## src/rtl/alu_cmd_sequencer.sv

```systemverilog
// Command sequencer for a 4-bit combinational ALU: FIFO-buffered commands, one-cycle ALU issue, held response.
// Latency: a command accepted into an idle, empty unit yields rsp_valid two edges later; 2 cycles/response sustained.
// Backpressure: cmd_ready = !full (registered count only); the response is held stable until rsp_ready.
// Ports: clk/rst_n; cmd_* valid/ready command input; alu_* drive/return to the external ALU;
//        rsp_* valid/ready response output; fifo_count = current FIFO occupancy.
module alu_cmd_sequencer #(
  parameter int DEPTH = 4
) (
  input  logic                       clk,
  input  logic                       rst_n,
  input  logic                       cmd_valid,
  output logic                       cmd_ready,
  input  logic [3:0]                 cmd_a,
  input  logic [3:0]                 cmd_b,
  input  logic [2:0]                 cmd_op,
  output logic [3:0]                 alu_a,
  output logic [3:0]                 alu_b,
  output logic [2:0]                 alu_op,
  input  logic [3:0]                 alu_result,
  output logic                       rsp_valid,
  input  logic                       rsp_ready,
  output logic [3:0]                 rsp_result,
  output logic [2:0]                 rsp_op,
  output logic                       rsp_zero,
  output logic                       rsp_err,
  output logic [$clog2(DEPTH):0]     fifo_count
);

  localparam int AW = $clog2(DEPTH);
  localparam int CW = AW + 1;

  typedef enum logic [1:0] {IDLE, ISSUE, RESP} state_t;

  typedef struct packed {
    logic [3:0] a;
    logic [3:0] b;
    logic [2:0] op;
  } cmd_t;

  state_t          state_q, state_d;
  cmd_t            mem_q [DEPTH];
  cmd_t            mem_d [DEPTH];
  logic [AW-1:0]   wr_ptr_q, wr_ptr_d;
  logic [AW-1:0]   rd_ptr_q, rd_ptr_d;
  logic [CW-1:0]   count_q, count_d;
  logic [3:0]      rsp_result_q, rsp_result_d;
  logic [2:0]      rsp_op_q, rsp_op_d;
  logic            rsp_zero_q, rsp_zero_d;
  logic            rsp_err_q, rsp_err_d;

  cmd_t            head;
  logic            full, empty, push, pop, illegal;
  logic [3:0]      capt_result;

  assign full      = (count_q == CW'(DEPTH));
  assign empty     = (count_q == '0);
  assign cmd_ready = !full;
  assign push      = cmd_valid && cmd_ready;
  // The FIFO is never empty in ISSUE, so every ISSUE cycle retires the head.
  assign pop       = (state_q == ISSUE);
  assign head      = mem_q[rd_ptr_q];

  assign illegal     = (head.op >= 3'b101);
  assign capt_result = illegal ? 4'h0 : alu_result;

  // ALU inputs are only non-zero during the single ISSUE cycle.
  assign alu_a  = (state_q == ISSUE) ? head.a  : 4'h0;
  assign alu_b  = (state_q == ISSUE) ? head.b  : 4'h0;
  assign alu_op = (state_q == ISSUE) ? head.op : 3'h0;

  assign rsp_valid  = (state_q == RESP);
  assign rsp_result = rsp_result_q;
  assign rsp_op     = rsp_op_q;
  assign rsp_zero   = rsp_zero_q;
  assign rsp_err    = rsp_err_q;
  assign fifo_count = count_q;

  always_comb begin
    mem_d    = mem_q;
    wr_ptr_d = wr_ptr_q;
    rd_ptr_d = rd_ptr_q;
    count_d  = count_q + CW'(push) - CW'(pop);
    if (push) begin
      mem_d[wr_ptr_q] = '{a: cmd_a, b: cmd_b, op: cmd_op};
      wr_ptr_d        = wr_ptr_q + AW'(1);
    end
    if (pop) begin
      rd_ptr_d = rd_ptr_q + AW'(1);
    end
  end

  always_comb begin
    state_d      = state_q;
    rsp_result_d = rsp_result_q;
    rsp_op_d     = rsp_op_q;
    rsp_zero_d   = rsp_zero_q;
    rsp_err_d    = rsp_err_q;
    unique case (state_q)
      IDLE: begin
        if (!empty) state_d = ISSUE;
      end
      ISSUE: begin
        rsp_result_d = capt_result;
        rsp_op_d     = head.op;
        rsp_zero_d   = (capt_result == 4'h0);
        rsp_err_d    = illegal;
        state_d      = RESP;
      end
      RESP: begin
        if (rsp_ready) state_d = empty ? IDLE : ISSUE;
      end
      default: state_d = IDLE;
    endcase
  end

  always_ff @(posedge clk or negedge rst_n) begin
    if (!rst_n) begin
      state_q      <= IDLE;
      wr_ptr_q     <= '0;
      rd_ptr_q     <= '0;
      count_q      <= '0;
      rsp_result_q <= 4'h0;
      rsp_op_q     <= 3'h0;
      rsp_zero_q   <= 1'b0;
      rsp_err_q    <= 1'b0;
      for (int i = 0; i < DEPTH; i++) mem_q[i] <= '0;
    end else begin
      state_q      <= state_d;
      wr_ptr_q     <= wr_ptr_d;
      rd_ptr_q     <= rd_ptr_d;
      count_q      <= count_d;
      rsp_result_q <= rsp_result_d;
      rsp_op_q     <= rsp_op_d;
      rsp_zero_q   <= rsp_zero_d;
      rsp_err_q    <= rsp_err_d;
      for (int i = 0; i < DEPTH; i++) mem_q[i] <= mem_d[i];
    end
  end

endmodule

```

## config.mk

```make
export PLATFORM = sky130hd
export DESIGN_NAME = alu_cmd_sequencer
export DESIGN_NICKNAME = d
export VERILOG_FILES = /design/src/rtl/alu_cmd_sequencer.sv
export SDC_FILE = /design/constraint.sdc
export NUM_CORES = 1
export LEC_CHECK = 0
export CAP_MARGIN = 5
export CORE_MARGIN = 2
export CORE_UTILIZATION = 45
export DETAILED_ROUTE_END_ITERATION = 12
export GPL_ROUTABILITY_DRIVEN = 0
export PLACE_DENSITY = 0.69
export SLEW_MARGIN = 20
export SYNTH_ARGS = -nofsm -noshare
export SYNTH_HDL_FRONTEND = slang
export SYNTH_SLANG_ARGS = --single-unit
```

## constraint.sdc

```tcl
create_clock -name clk -period 5.4 [get_ports clk]
set_clock_uncertainty 0.15 [all_clocks]
set_input_delay 1.62 -clock clk [delete_from_list [all_inputs] [get_ports clk]]
set_output_delay 1.62 -clock clk [all_outputs]
set_load 0.1 [all_outputs]
```

==> impl_results.html, run 1 <==
<table>
<tr><th>Metric</th><th>Value</th></tr>
<tr><th colspan="2">Cells and area</th></tr>
<tr><td>Share of layout cells above drive strength 1</td><td>0.346</td></tr>
<tr><td>Post-route non-filler standard cell count</td><td>315</td></tr>
<tr><td>NumNets Final</td><td>261</td></tr>
<tr><td>Ant. Diodes</td><td>0</td></tr>
<tr><td>Filler cell count</td><td>509</td></tr>
<tr><td>Area used by multi-input combinational logic</td><td>0.00118 mm^2</td></tr>
<tr><td>Final non-filler cell area</td><td>0.00344 mm^2</td></tr>
<tr><td>Growth of design area from synthesis to finish</td><td>21.3%</td></tr>
<tr><td>Area occupied by registers</td><td>0.00155 mm^2</td></tr>
<tr><th colspan="2">Floorplanning</th></tr>
<tr><td>Horizontal die dimension</td><td>83.4 um</td></tr>
<tr><td>Initial Utilization</td><td>0.474</td></tr>
<tr><td>Ports placed on the boundary</td><td>44</td></tr>
<tr><td>Std-Cell Core Area</td><td>0.00599 mm^2</td></tr>
<tr><td>Die outline height</td><td>83.4 um</td></tr>
<tr><td>Number of cell rows</td><td>28</td></tr>
<tr><td>DIE AREA</td><td>0.00696 mm^2</td></tr>
<tr><th colspan="2">Clock network</th></tr>
<tr><td>Maximum buffer depth of the clock tree</td><td>2</td></tr>
<tr><td>Post-CTS setup buffer count</td><td>0</td></tr>
<tr><td>Clock latency reported for the late side of the worst-skew pair</td><td>0.34 ns</td></tr>
<tr><td>CTS tree</td><td>done</td></tr>
<tr><td>Clock slew at the register clock pins of the worst setup and hold paths</td><td>0.06 ns</td></tr>
<tr><td>Root Driver</td><td>clkbuf_8</td></tr>
<tr><td>Total number of clock tree sinks</td><td>62</td></tr>
<tr><td>Number of hold buffers added after cts</td><td>0</td></tr>
<tr><td>Deepest level of the CTS H-tree</td><td>3</td></tr>
<tr><td>TritonCTS buffer count</td><td>9</td></tr>
<tr><td>CTS-repair resized insts</td><td>0</td></tr>
<tr><th colspan="2">Critical path</th></tr>
<tr><td>Cell family contributing the most delay on the critical path</td><td>buffers and inverters</td></tr>
<tr><td>Crit path required time</td><td>3.63 ns</td></tr>
<tr><td>Worst path max stage delay</td><td>1.01 ns</td></tr>
<tr><td>Critical register-to-register path startpoint</td><td>state_q[1]</td></tr>
<tr><td>Element type at the critical path start</td><td>register</td></tr>
<tr><td>Sort of element at the end of the critical path</td><td>output pin</td></tr>
<tr><td>Data arrival time of the critical path</td><td>2.28 ns</td></tr>
<tr><td>Cells traversed along the worst timing path</td><td>or3b_1 -&gt; clkdlybuf4s50_1</td></tr>
<tr><td>Slowest cell on crit path</td><td>clkdlybuf4s50_1</td></tr>
<tr><td>Bufs and invs on worst path</td><td>1</td></tr>
<tr><td>Critical Path Fanout Max</td><td>6</td></tr>
<tr><td>Launch point of the critical path</td><td>fifo_count[1]</td></tr>
<tr><td>Critical path class</td><td>reg -&gt; out</td></tr>
<tr><th colspan="2">Drt</th></tr>
<tr><td>Number of remaining DRC errors</td><td>0</td></tr>
<tr><td>DRT Pass-1 Iters</td><td>6</td></tr>
<tr><td>ANT nets after route</td><td>0</td></tr>
<tr><td>Count of vias placed by the detailed router</td><td>1629</td></tr>
<tr><td>Average detailed-routed wire length per instance</td><td>15.9 um</td></tr>
<tr><td>DRC marker count from the first detailed-route iteration</td><td>69</td></tr>
<tr><td>Final wirelength</td><td>5.02 mm</td></tr>
<tr><td>Detailed-route vias per instance</td><td>5.17</td></tr>
<tr><th colspan="2">Global route</th></tr>
<tr><td>Pin count of the biggest net entering global routing</td><td>33</td></tr>
<tr><td>Vias in the first global route</td><td>1735</td></tr>
<tr><td>Global-route wire length before repair</td><td>8.69 mm</td></tr>
<tr><td>Remaining global-route overflow</td><td>0</td></tr>
<tr><td>Number of antenna violations at the first check in global routing</td><td>0</td></tr>
<tr><td>Total global-route track usage</td><td>0.164</td></tr>
<tr><th colspan="2">Yosys</th></tr>
<tr><td>Post-synthesis sequential element count</td><td>62</td></tr>
<tr><td>Top cells by area, synth</td><td>dfrtp_1 55%, mux2_2 14%, mux4_2 8.7%, mux2_4 5.3%, ha_1 2.6%</td></tr>
<tr><td>Number of enable-type register cells in the synthesized netlist</td><td>0</td></tr>
<tr><td>Syn Inst Count</td><td>190</td></tr>
<tr><td>Average cell area after synthesis</td><td>14.9 um^2</td></tr>
<tr><td>Synth unique cells</td><td>26</td></tr>
<tr><td>Part of the Yosys area used for sequential elements</td><td>0.547</td></tr>
<tr><td>Library cell with the highest instance count after synthesis</td><td>dfrtp_1</td></tr>
<tr><td>Number of warnings reported in the yosys synthesis log</td><td>0</td></tr>
<tr><td>Synthesized netlist net count</td><td>216</td></tr>
<tr><td>Dominant register cell in the synthesized netlist</td><td>dfrtp_1</td></tr>
<tr><td>Leading cell types by count after synthesis</td><td>62 x dfrtp_1, 36 x mux2_2, 11 x and2_1, 11 x mux4_2</td></tr>
<tr><td>Area share of the largest cell type after synthesis</td><td>0.547</td></tr>
<tr><td>Post-synthesis instance area</td><td>0.00284 mm^2</td></tr>
<tr><td>Leading area contributor after synthesis</td><td>dfrtp_1</td></tr>
<tr><td>Share of synthesized flip-flops with an asynchronous set or reset</td><td>1.00</td></tr>
<tr><th colspan="2">Placed design</th></tr>
<tr><td>Total placed instance area</td><td>0.00326 mm^2</td></tr>
<tr><td>DP Wirelength</td><td>3.25 mm</td></tr>
<tr><td>Post-Place Cells</td><td>299</td></tr>
<tr><td>Count of input and output buffers</td><td>43</td></tr>
<tr><th colspan="2">STA</th></tr>
<tr><td>Setup repair after global routing missed its margin</td><td>no</td></tr>
<tr><td>Tmin final</td><td>4.05 ns</td></tr>
<tr><td>Worst max-slew margin expressed relative to the limit</td><td>0.348</td></tr>
<tr><td>Post-route clock period utilization</td><td>0.749</td></tr>
<tr><td>Worst-case hold slack</td><td>0.304 ns</td></tr>
<tr><td>Transition time at the pin with the least slew margin</td><td>0.975 ns</td></tr>
<tr><td>Final TNS setup</td><td>0 ns</td></tr>
<tr><td>Final number of setup-violating endpoints</td><td>0</td></tr>
<tr><td>Highest attainable clock frequency</td><td>0.247 GHz</td></tr>
<tr><td>Number of pins exceeding their max-slew limit in the final report</td><td>0</td></tr>
<tr><td>Final hold vios</td><td>0</td></tr>
<tr><th colspan="2">Min path</th></tr>
<tr><td>Worst hold-check path type</td><td>reg -&gt; reg</td></tr>
<tr><td>Hold Startpoint</td><td>state_q[0]</td></tr>
<tr><th colspan="2">Status</th></tr>
<tr><td>Run status</td><td>complete, no violations</td></tr>
<tr><th colspan="2">Run</th></tr>
<tr><td>Max-cap check violation count</td><td>0</td></tr>
</table>
==> placed cells by master (no fill, tap or decap) <==
master           netlist  layout
xnor2_1                5       5
o22a_1                 1       1
nand3_1                3       3
or3b_1                 1       1
clkbuf_8               0      12
dfrtp_1               62      62
and2_1                11      11
nand2b_1               2       2
nand2_1               10      10
buf_2                  2       1
clkdlybuf4s50_1        0      31
mux4_2                11      11
mux2_4                10      10
and3_4                 1       1
o21a_1                 1       1
ha_1                   6       6
o21ai_0                5       5
o41ai_1                1       1
buf_4                  3      12
inv_1                  7       7
fa_1                   1       1
nor3_1                 2       2
nor2b_1                1       1
a21o_1                 3       3
mux2_2                36      36
clkbuf_1               3       4
==> metal layers <==
layer	GRT usage	wire length (um)	up-vias
li1	-	-	756
met5	0	0	-
met2	0.245	2450	26
met1	0.218	2280	839
met3	0.0457	168	8
met4	0.0880	121	0
==> state kept, by name, indices dropped and copies added, names as in the netlist <==
name,count
rsp_err,1
wr_ptr_q,2
rsp_op,3
mem_q,44
rd_ptr_q,2
fifo_count,3
rsp_zero,1
rsp_result,4
state_q,2
==> area by class of cell <==
type | instances | share of cell area
Multi-Input combinational cell | 111 | 0.344
Inverter | 7 | 0.00763
Tap cell | 75 | 0.0273
Timing Repair Buffer | 44 | 0.118
Clock buffer | 16 | 0.0523
Sequential cell | 62 | 0.451
==> through the flow <==
| step | util | worst slack [ns] |
|---|---|---|
| final | 0.575 | 1.35 |
| after global routing | 0.575 | 1.22 |
| after CTS | 0.575 | 1.33 |
| after detailed placement | 0.544 | 1.65 |
| after global placement | 0.544 | 1.67 |
| after floorplan | - | 1.81 |
==> path summary, 6_finish.rpt <==
kind                       slack, ns  cells past startpoint             to
min                             0.30                      1     state_q[0]
max                             1.35                      2      cmd_ready
min in group asynchronous       1.16                      1  fifo_count[0]
max reg2reg                     2.65                      9  fifo_count[2]
min reg2reg                     0.30                      1     state_q[0]
max in group asynchronous       3.06                      2      mem_q[29]
==> logic make-up after synthesis <==
kind of cell / count (synthesis) / share of synthesized area
flip-flops: 62 / 0.547
multiplexers: 57 / 0.283
AND/OR/NAND/NOR: 31 / 0.0600
buffers and inverters: 17 / 0.0357
AO/OA/AOI/OAI: 11 / 0.0256
adder cells (fa/ha/maj): 7 / 0.0335
XOR/XNOR: 5 / 0.0154
Power of run 1 is left out: the tool's default activity adds up to more than one toggle a clock period on the data nets, which glitch-free logic cannot reach.
==> inputs of run 2 (changes only) <==
Settings changed: PLACE_DENSITY 0.69 to 0.71.
Clock period 5.4 ns to 3.52 ns, I/O delays scaled along.
==> impl_results.html, run 2 (synthesis results as in run 1) <==
<table>
<tr><th>Metric</th><th>Value</th></tr>
<tr><th colspan="2">STA</th></tr>
<tr><td>Transition time at the pin with the least slew margin</td><td>0.784 ns (was 0.975 ns)</td></tr>
<tr><td>Final hold vios</td><td>0 (unchanged)</td></tr>
<tr><td>Setup repair after global routing missed its margin</td><td>no (unchanged)</td></tr>
<tr><td>Final number of setup-violating endpoints</td><td>0 (unchanged)</td></tr>
<tr><td>Final TNS setup</td><td>0 ns (unchanged)</td></tr>
<tr><td>Post-route clock period utilization</td><td>0.881</td></tr>
<tr><td>Worst max-slew margin expressed relative to the limit</td><td>0.477 (was 0.348)</td></tr>
<tr><td>Worst-case hold slack</td><td>0.298 ns (was 0.304 ns)</td></tr>
<tr><td>Highest attainable clock frequency</td><td>0.323 GHz</td></tr>
<tr><td>Number of pins exceeding their max-slew limit in the final report</td><td>0 (unchanged)</td></tr>
<tr><td>Tmin final</td><td>3.10 ns</td></tr>
<tr><th colspan="2">Drt</th></tr>
<tr><td>DRC marker count from the first detailed-route iteration</td><td>30 (was 69)</td></tr>
<tr><td>Detailed-route vias per instance</td><td>5.12 (was 5.17)</td></tr>
<tr><td>ANT nets after route</td><td>0 (unchanged)</td></tr>
<tr><td>Final wirelength</td><td>5.12 mm (was 5.02 mm)</td></tr>
<tr><td>Number of remaining DRC errors</td><td>0 (unchanged)</td></tr>
<tr><td>Count of vias placed by the detailed router</td><td>1638 (was 1629)</td></tr>
<tr><td>Average detailed-routed wire length per instance</td><td>16.0 um (was 15.9 um)</td></tr>
<tr><td>Routed met1 length</td><td>2.21 mm (was 2.28 mm)</td></tr>
<tr><td>DRT Pass-1 Iters</td><td>4 (was 6)</td></tr>
<tr><td>Routed met2 length</td><td>2.60 mm (was 2.45 mm)</td></tr>
<tr><td>Top routing layer in use</td><td>met4 (unchanged)</td></tr>
<tr><td>DR WL met3</td><td>175 um (was 168 um)</td></tr>
<tr><th colspan="2">Global route</th></tr>
<tr><td>Total global-route track usage</td><td>0.162 (was 0.164)</td></tr>
<tr><td>Remaining global-route overflow</td><td>0 (unchanged)</td></tr>
<tr><td>Number of antenna violations at the first check in global routing</td><td>0 (unchanged)</td></tr>
<tr><td>Global-route wire length before repair</td><td>8.56 mm (was 8.69 mm)</td></tr>
<tr><td>Pin count of the biggest net entering global routing</td><td>63 (was 33)</td></tr>
<tr><td>Vias in the first global route</td><td>1718 (was 1735)</td></tr>
<tr><th colspan="2">Clock network</th></tr>
<tr><td>Root Driver</td><td>clkbuf_8 (unchanged)</td></tr>
<tr><td>CTS tree</td><td>done (unchanged)</td></tr>
<tr><td>CTS-repair resized insts</td><td>0 (unchanged)</td></tr>
<tr><td>Clock latency reported for the late side of the worst-skew pair</td><td>0.34 ns (about the same)</td></tr>
<tr><td>Number of hold buffers added after cts</td><td>0 (unchanged)</td></tr>
<tr><td>Clock slew at the register clock pins of the worst setup and hold paths</td><td>0.07 ns (was 0.06 ns)</td></tr>
<tr><td>TritonCTS buffer count</td><td>9 (unchanged)</td></tr>
<tr><td>Deepest level of the CTS H-tree</td><td>3 (unchanged)</td></tr>
<tr><td>Post-CTS setup buffer count</td><td>0 (unchanged)</td></tr>
<tr><td>Maximum buffer depth of the clock tree</td><td>2 (unchanged)</td></tr>
<tr><td>Total number of clock tree sinks</td><td>62 (unchanged)</td></tr>
<tr><th colspan="2">Critical path</th></tr>
<tr><td>Cells traversed along the worst timing path</td><td>buf_4 -&gt; mux4_2 -&gt; and2_1 -&gt; buf_12 (was or3b_1 -&gt; clkdlybuf4s50_1)</td></tr>
<tr><td>Crit path required time</td><td>2.31 ns (was 3.63 ns)</td></tr>
<tr><td>Slowest cell on crit path</td><td>mux4_2 (was clkdlybuf4s50_1)</td></tr>
<tr><td>Critical path class</td><td>reg -&gt; out (unchanged)</td></tr>
<tr><td>Element type at the critical path start</td><td>register (unchanged)</td></tr>
<tr><td>Worst path max stage delay</td><td>0.57 ns (was 1.01 ns)</td></tr>
<tr><td>Data arrival time of the critical path</td><td>1.89 ns (was 2.28 ns)</td></tr>
<tr><td>Bufs and invs on worst path</td><td>2 (was 1)</td></tr>
<tr><td>Cell family contributing the most delay on the critical path</td><td>multiplexers (was buffers and inverters)</td></tr>
<tr><td>Sort of element at the end of the critical path</td><td>output pin (unchanged)</td></tr>
<tr><td>Critical Path Fanout Max</td><td>13 (was 6)</td></tr>
<tr><th colspan="2">Floorplanning</th></tr>
<tr><td>Initial Utilization</td><td>0.474 (unchanged)</td></tr>
<tr><td>Number of cell rows</td><td>28 (unchanged)</td></tr>
<tr><td>Std-Cell Core Area</td><td>0.00599 mm^2 (unchanged)</td></tr>
<tr><td>DIE AREA</td><td>0.00696 mm^2 (unchanged)</td></tr>
<tr><td>Die outline height</td><td>83.4 um (unchanged)</td></tr>
<tr><td>Ports placed on the boundary</td><td>44 (unchanged)</td></tr>
<tr><td>Horizontal die dimension</td><td>83.4 um (unchanged)</td></tr>
<tr><th colspan="2">Run</th></tr>
<tr><td>Max-cap check violation count</td><td>0 (unchanged)</td></tr>
<tr><th colspan="2">Cells and area</th></tr>
<tr><td>Ant. Diodes</td><td>0 (unchanged)</td></tr>
<tr><td>Largest register FFs</td><td>44 (unchanged)</td></tr>
<tr><td>Growth of design area from synthesis to finish</td><td>26.9% (was 21.3%)</td></tr>
<tr><td>Commonest non-fill, non-tap cells in the layout</td><td>62 x dfrtp_1, 36 x mux2_2, 20 x buf_4 (was 62 x dfrtp_1, 36 x mux2_2, 31 x clkdlybuf4s50_1)</td></tr>
<tr><td>Leading cell type in the layout, fill and taps excluded</td><td>dfrtp_1 (unchanged)</td></tr>
<tr><td>NumNets Final</td><td>266 (was 261)</td></tr>
<tr><td>Share of layout cells above drive strength 1</td><td>0.429 (was 0.346)</td></tr>
<tr><td>Register ranked first by flip-flop count</td><td>mem_q (unchanged)</td></tr>
<tr><th colspan="2">Placed design</th></tr>
<tr><td>DP Wirelength</td><td>3.27 mm (was 3.25 mm)</td></tr>
<tr><td>Count of input and output buffers</td><td>43 (unchanged)</td></tr>
<tr><th colspan="2">Status</th></tr>
<tr><td>Run status</td><td>complete, no violations (unchanged)</td></tr>
<tr><th colspan="2">Min path</th></tr>
<tr><td>Worst hold-check path type</td><td>reg -&gt; reg (unchanged)</td></tr>
</table>
[run 2: changes by cell type in the layout (fill, tap and decap cells not counted)]
cell             previous run  this run
clkinv_2                    0         3
clkbuf_8                   12        11
clkbuf_1                    4         1
clkdlybuf4s50_1            31        17
buf_12                      0        11
bufinv_16                   0         1
buf_4                      12        20
[run 2: path summary, 6_finish.rpt]
| kind | start | endpoint | slack [ns] | cells past startpoint |
|---|---|---|---|---|
| worst max-delay path | rd_ptr_q[0] | alu_op[0] | 0.42 | 4 |
| worst min-delay path | state_q[0] | state_q[0] | 0.30 | 1 |
| worst max register to register | fifo_count[1] | fifo_count[2] | 1.05 | 9 |
| worst min register to register | state_q[0] | state_q[0] | 0.30 | 1 |
| max in group asynchronous | rst_n | rsp_op[0] | 1.98 | 2 |
| min in group asynchronous | rst_n | fifo_count[2] | 0.72 | 2 |
[run 2: cell type report]
cell class | count | area (um^2)
sequential | 62 | 1550
clock buffer | 12 | 155
tap | 75 | 93.8
clock inverter | 4 | 45.0
fill | 467 | 2390
timing repair buffer | 49 | 546
inverter | 7 | 26.3
multi-input combinational | 111 | 1180
[run 2: per-stage QoR]
step	utilization	std cells	worst slack (ns)	cell area [um^2]
2_1_floorplan	-	190	0.389	2840
3_3_place_gp	0.568	304	0.375	3400
3_5_place_dp	0.568	304	0.345	3400
4_1_cts	0.601	320	0.393	3600
5_1_grt	0.601	320	0.346	3600
6_report	0.601	320	0.419	3600
[run 2: per-layer routing]
| metal | vias to the layer above | global-route usage |
|---|---|---|
| met3 | 11 | 0.0368 |
| met4 | 0 | 0.103 |
| met1 | 824 | 0.198 |
| li1 | 775 | - |
| met5 | - | 0 |
| met2 | 28 | 0.260 |
Power of run 2 is left out for the same reason.
